**src/rtl/adder_tree_pipe.sv**
```systemverilog
// Pipelined 2^LEVELS-operand adder tree with valid/ready flow control, optional
// two's-complement operands and per-frame accumulation of several beats.
module adder_tree_pipe #(
   parameter int WIDTH    = 11,
   parameter int LEVELS   = 3,
   parameter int SIGNED   = 0,
   parameter int ACC_BITS = 4,
   localparam int N  = 1 << LEVELS,
   localparam int TW = WIDTH + LEVELS,
   localparam int OW = WIDTH + LEVELS + ACC_BITS
) (
   input  logic               clk,
   input  logic               rst,
   input  logic               in_valid,
   output logic               in_ready,
   input  logic [N*WIDTH-1:0] in_data,
   input  logic               in_acc,
   input  logic               in_last,
   output logic               out_valid,
   input  logic               out_ready,
   output logic [OW-1:0]      out_data,
   output logic               out_ovf
);

   // Tree nodes are stored level by level: leaves first, root last.
   localparam int NODES = 2 * N - 1;
   localparam int ROOT  = 2 * N - 2;

   function automatic int node_off(input int l);
      return 2 * N - ((2 * N) >> l);
   endfunction

   logic [TW-1:0] r_node [NODES];
   logic [TW-1:0] w_leaf [N];
   logic [LEVELS:0] r_vld;
   logic [LEVELS:0] r_acc;
   logic [LEVELS:0] r_last;
   logic [OW-1:0] r_accum;
   logic          r_frame_ovf;
   logic          r_out_valid;
   logic [OW-1:0] r_out_data;
   logic          r_out_ovf;

   logic          w_stall;
   logic [OW-1:0] w_root;
   logic [OW:0]   w_sum_c;
   logic [OW-1:0] w_sum;
   logic          w_ovf;

   assign w_stall   = r_out_valid & ~out_ready;
   assign in_ready  = ~w_stall;
   assign out_valid = r_out_valid;
   assign out_data  = r_out_data;
   assign out_ovf   = r_out_ovf;

   // Every node is held at the full tree width; the sums are exact at that
   // width, so each level carries the same value as a WIDTH+L wide adder would.
   always_comb begin
      for (int k = 0; k < N; k++) begin
         if (SIGNED != 0)
            w_leaf[k] = TW'($signed(in_data[k*WIDTH +: WIDTH]));
         else
            w_leaf[k] = TW'(in_data[k*WIDTH +: WIDTH]);
      end
   end

   always_comb begin
      if (SIGNED != 0)
         w_root = OW'($signed(r_node[ROOT]));
      else
         w_root = OW'(r_node[ROOT]);
   end

   assign w_sum_c = {1'b0, r_accum} + {1'b0, w_root};
   assign w_sum   = w_sum_c[OW-1:0];
   assign w_ovf   = (SIGNED != 0) ?
                    ((r_accum[OW-1] == w_root[OW-1]) && (w_sum[OW-1] != r_accum[OW-1])) :
                    w_sum_c[OW];

   always_ff @(posedge clk) begin
      if (!w_stall) begin
         for (int k = 0; k < N; k++)
            r_node[k] <= w_leaf[k];
         for (int l = 1; l <= LEVELS; l++)
            for (int k = 0; k < (N >> l); k++)
               r_node[node_off(l) + k] <= r_node[node_off(l-1) + 2*k] +
                                          r_node[node_off(l-1) + 2*k + 1];
      end
   end

   always_ff @(posedge clk) begin
      if (rst) begin
         r_vld       <= '0;
         r_acc       <= '0;
         r_last      <= '0;
         r_accum     <= '0;
         r_frame_ovf <= 1'b0;
         r_out_valid <= 1'b0;
         r_out_data  <= '0;
         r_out_ovf   <= 1'b0;
      end else if (!w_stall) begin
         r_vld  <= {r_vld[LEVELS-1:0], in_valid};
         r_acc  <= {r_acc[LEVELS-1:0], in_acc};
         r_last <= {r_last[LEVELS-1:0], in_acc & in_last};
         r_out_valid <= 1'b0;
         if (r_vld[LEVELS]) begin
            if (!r_acc[LEVELS]) begin
               r_out_data  <= w_root;
               r_out_ovf   <= 1'b0;
               r_out_valid <= 1'b1;
            end else if (!r_last[LEVELS]) begin
               r_accum     <= w_sum;
               r_frame_ovf <= r_frame_ovf | w_ovf;
            end else begin
               r_out_data  <= w_sum;
               r_out_ovf   <= r_frame_ovf | w_ovf;
               r_out_valid <= 1'b1;
               r_accum     <= '0;
               r_frame_ovf <= 1'b0;
            end
         end
      end
   end

endmodule
```
**config.mk**
```make
export PLATFORM = sky130hd
export DESIGN_NAME = adder_tree_pipe
export DESIGN_NICKNAME = d
export VERILOG_FILES = /design/src/rtl/adder_tree_pipe.sv
export SDC_FILE = /design/constraint.sdc
export NUM_CORES = 1
export LEC_CHECK = 0
export ABC_AREA = 1
export ABC_CLOCK_PERIOD_IN_PS = 8800
export BUFFER_PORTS_ARGS = -buffer_cell sky130_fd_sc_hd__buf_2
export CAP_MARGIN = 20
export CORE_MARGIN = 2
export CORE_UTILIZATION = 60
export CTS_CLUSTER_SIZE = 12
export DETAILED_ROUTE_END_ITERATION = 12
export GPL_TIMING_DRIVEN = 0
export PLACE_DENSITY = 0.86
export SLEW_MARGIN = 10
export SYNTH_ARGS = -nofsm -noshare
export SYNTH_HDL_FRONTEND = slang
export SYNTH_SLANG_ARGS = --single-unit
```
**constraint.sdc**
```tcl
create_clock -name clk -period 8.8 [get_ports clk]
set_clock_uncertainty 0.1 [all_clocks]
set_input_delay 0.44 -clock clk [delete_from_list [all_inputs] [get_ports clk]]
set_output_delay 0.44 -clock clk [all_outputs]
set_load 0.02 [all_outputs]
```
==> flow_metrics.env <==
export IMPL_status="complete, no violations"
export IMPL_numPortBuffers=113
export IMPL_hold_violations=0
export IMPL_ctsHoldBuffers=84
export IMPL_cts_resized_gates=0
export IMPL_synth_compound_area_share_pct=9.07
export IMPL_clk_path_buf_depth=3
export IMPL_rsz0062_at_grt="false"
export IMPL_nNetsFinal=1559
export IMPL_grt_pass1_wl_um=44400
export IMPL_powerDensity_nw_per_um2=254
export IMPL_endpoint_kind="output pin"
export IMPL_first_global_vias=9256
export IMPL_place_ws_ns=6.55
export IMPL_ys_async_sr_fraction_pct=0
export IMPL_tightest_slew_ns=0.695
export IMPL_yosys_area_share_xor_xnor_pct=5.05
export IMPL_die_width_um=143
export IMPL_setup_tns_ns=0
export IMPL_drv_slew=0
export IMPL_post_drt_wl_per_cell_um=16.9
export IMPL_yosysUniqueCellTypes=42
export IMPL_drtIter0Drc=668
export IMPL_leakage_uw=0.00624
export IMPL_antenna_found_initial=0
export IMPL_peakVddDrop_uv=168
export IMPL_drtPass1Iterations=5
export IMPL_overflow=0
export IMPL_core_area_um2=18800
export IMPL_drc_errors=0
export IMPL_cts_tree="built"
export IMPL_fin_crit_sh_pct=29.8
export IMPL_synthAdderAreaFrac_pct=11.6
export IMPL_die_area_um2=20500
export IMPL_worstHoldPathType="in2reg"
export IMPL_synth_flop_cell="edfxtp_1"
export IMPL_critPathKind="reg2out"
export IMPL_yosys_warnings=0
export IMPL_synth_top_family_by_area="simple AND/OR/NAND/NOR gates"
export IMPL_io_pins=115
export IMPL_crit_fanout=37
export IMPL_cts_max_level=1
export IMPL_vias=9219
export IMPL_die_h_um=143
export IMPL_relSlewSlack_pct=53.7
export IMPL_ant_nets=0
export IMPL_cts_sinks=227
export IMPL_start_util_pct=61.7
export IMPL_fin_ws_ns=6.18
export IMPL_synthCells=1134
export IMPL_cp_start_kind="flop"
export IMPL_fillers=1181
export IMPL_worst_ep_required_time_ns=8.26
export IMPL_arrival_ns=2.08
export IMPL_place_gp_congestion=0.888
export IMPL_synth_seq_cells=227
export IMPL_viasPerCell=5.63
export IMPL_clock_latency_ns=0.53
export IMPL_synthMuxAreaShare_pct=0
export IMPL_grt_max_degree=61
export IMPL_wirelength_um=27700
export IMPL_syn_nets=1331
export IMPL_numCtsBuffers=25
export IMPL_track_usage_pct=27.4
export IMPL_syn_avg_cell_area_um2=10.3
export IMPL_dp_hpwl_um=16600
export IMPL_fin_crit_ns=2.62
export IMPL_post_synth_and_or_nand_nor_area_fraction_pct=16.9
export IMPL_cts_root_buf="clkbuf_16"
export IMPL_synth_edf_count=176
export IMPL_ys_seq_area_share_pct=54.2
export IMPL_syn_area_um2=11600
export IMPL_setup_viol=0
export IMPL_cts_setup_buffers=0
export IMPL_fmax_mhz=382
export IMPL_clkSlewWorstSetupHoldPaths_ns=0.06
export IMPL_areaGrowthSynthToFinish_pct=22.1
export IMPL_drv_cap=0
export IMPL_num_rows=50
export IMPL_layout_drive_gt1_share_pct=14.0
==> path summary, 6_finish.rpt <==
kind                            slack, ns  cells after the start                        to                     start
worst max-delay path                 6.18                      6                  in_ready    out_valid$_SDFFE_PP0N_
worst min-delay path                 0.02                      1   r_node[0][30]$_DFFE_PN_               in_data[24]
worst max register to register       6.46                      9   r_node[1][37]$_DFFE_PN_   r_node[0][58]$_DFFE_PN_
worst min register to register       0.36                      2  out_data[9]$_SDFFE_PP0P_  out_data[9]$_SDFFE_PP0P_
==> cell type report <==
cell class	count	area [um^2]	share of cell area, %
Clock inverter	9	78.8	0.556
Clock buffer	32	662	4.66
Tap cell	260	325	2.29
Multi-Input combinational cell	816	4960	34.9
Buffer	15	73.8	0.520
Sequential cell	227	6310	44.4
Timing Repair Buffer	201	1490	10.5
Antenna cell	1	2.50	0.0176
Inverter	76	290	2.05
==> layer usage <==
metal	GRT usage, %	share of wire (%)
met5	0	0
met4	11.4	4.3
met3	3.45	5.6
met2	50.0	51
met1	32.6	39
==> registers in the layout, indices dropped and copies added, names as in the netlist <==
name         count
out_valid        1
r_accum         18
out_data        18
r_last           4
out_ovf          1
r_node         176
r_vld            4
r_frame_ovf      1
r_acc            4
==> per-stage QoR <==
step	cells	hold WS, ns	power [uW]	area (um^2)	util [%]
final	1637	0.0189	3600	14200	75.3
after CTS	1635	0.00151	3570	14200	75.3
after global placement	1507	0.349	2550	12500	66.5
after global routing	1636	0.0127	3800	14200	75.3
after floorplan	1134	0.342	2330	11600	-
after detailed placement	1510	0.355	2590	12600	66.9
==> cell usage after synthesis, types with 7 or more instances <==
master	instances	area (um^2)
clkbuf_1	8	30.0
dfxtp_1	51	1020
nor2_1	84	315
xnor2_1	25	219
a21o_1	9	67.6
xor2_1	42	368
ha_1	95	1190
nand2_1	262	983
edfxtp_1	176	5290
nand4_1	12	75.1
inv_1	67	251
a31oi_1	13	81.3
inv_2	7	26.3
nand3_1	64	320
a211oi_1	7	52.6
o21ai_1	7	35.0
o21ai_0	32	160
fa_1	8	160
nand2_2	7	43.8
a21oi_1	108	541
==> cell families after synthesis <==
logic type               after synthesis
AO/OA/AOI/OAI                        190
XOR/XNOR                              67
adder cells (fa/ha/maj)              103
buffers and inverters                 91
flip-flops                           227
AND/OR/NAND/NOR                      456
==> cell usage in the layout, fill, tap and decap left out, types with 3 or more instances in the layout <==
cell type      count
a211oi_1           7
a21o_1             9
a21oi_1          108
a21oi_2            5
a31oi_1           13
buf_2            117
clkbuf_1          13
clkbuf_16         25
clkinv_2           4
dfxtp_1           51
dlygate4sd3_1     85
edfxtp_1         176
fa_1               8
ha_1              95
inv_1             67
inv_2              7
nand2_1          262
nand2_2            7
nand3_1           64
nand3_2            3
nand4_1           12
nor2_1            84
nor2_2             3
nor3_1             3
nor4_1             6
o21ai_0           32
o21ai_1            7
o311ai_0           6
xnor2_1           25
xor2_1            42
==> worst max-delay path, cell delays in order, from the launching register on <==
cell and delay, ns:
dfxtp_1 0.30, inv_1 0.10, nor2_4 0.05, inv_2 0.11, clkbuf_4 0.49, buf_12 0.28
buf_2 0.21
==> report_power, final <==
part	switching [uW]	internal, uW	total (uW)
registers	93.2	1420	1510
logic	667	456	1120
clock network	405	557	962
total	1170	2430	3600
(Power assumes the default switching activity.)
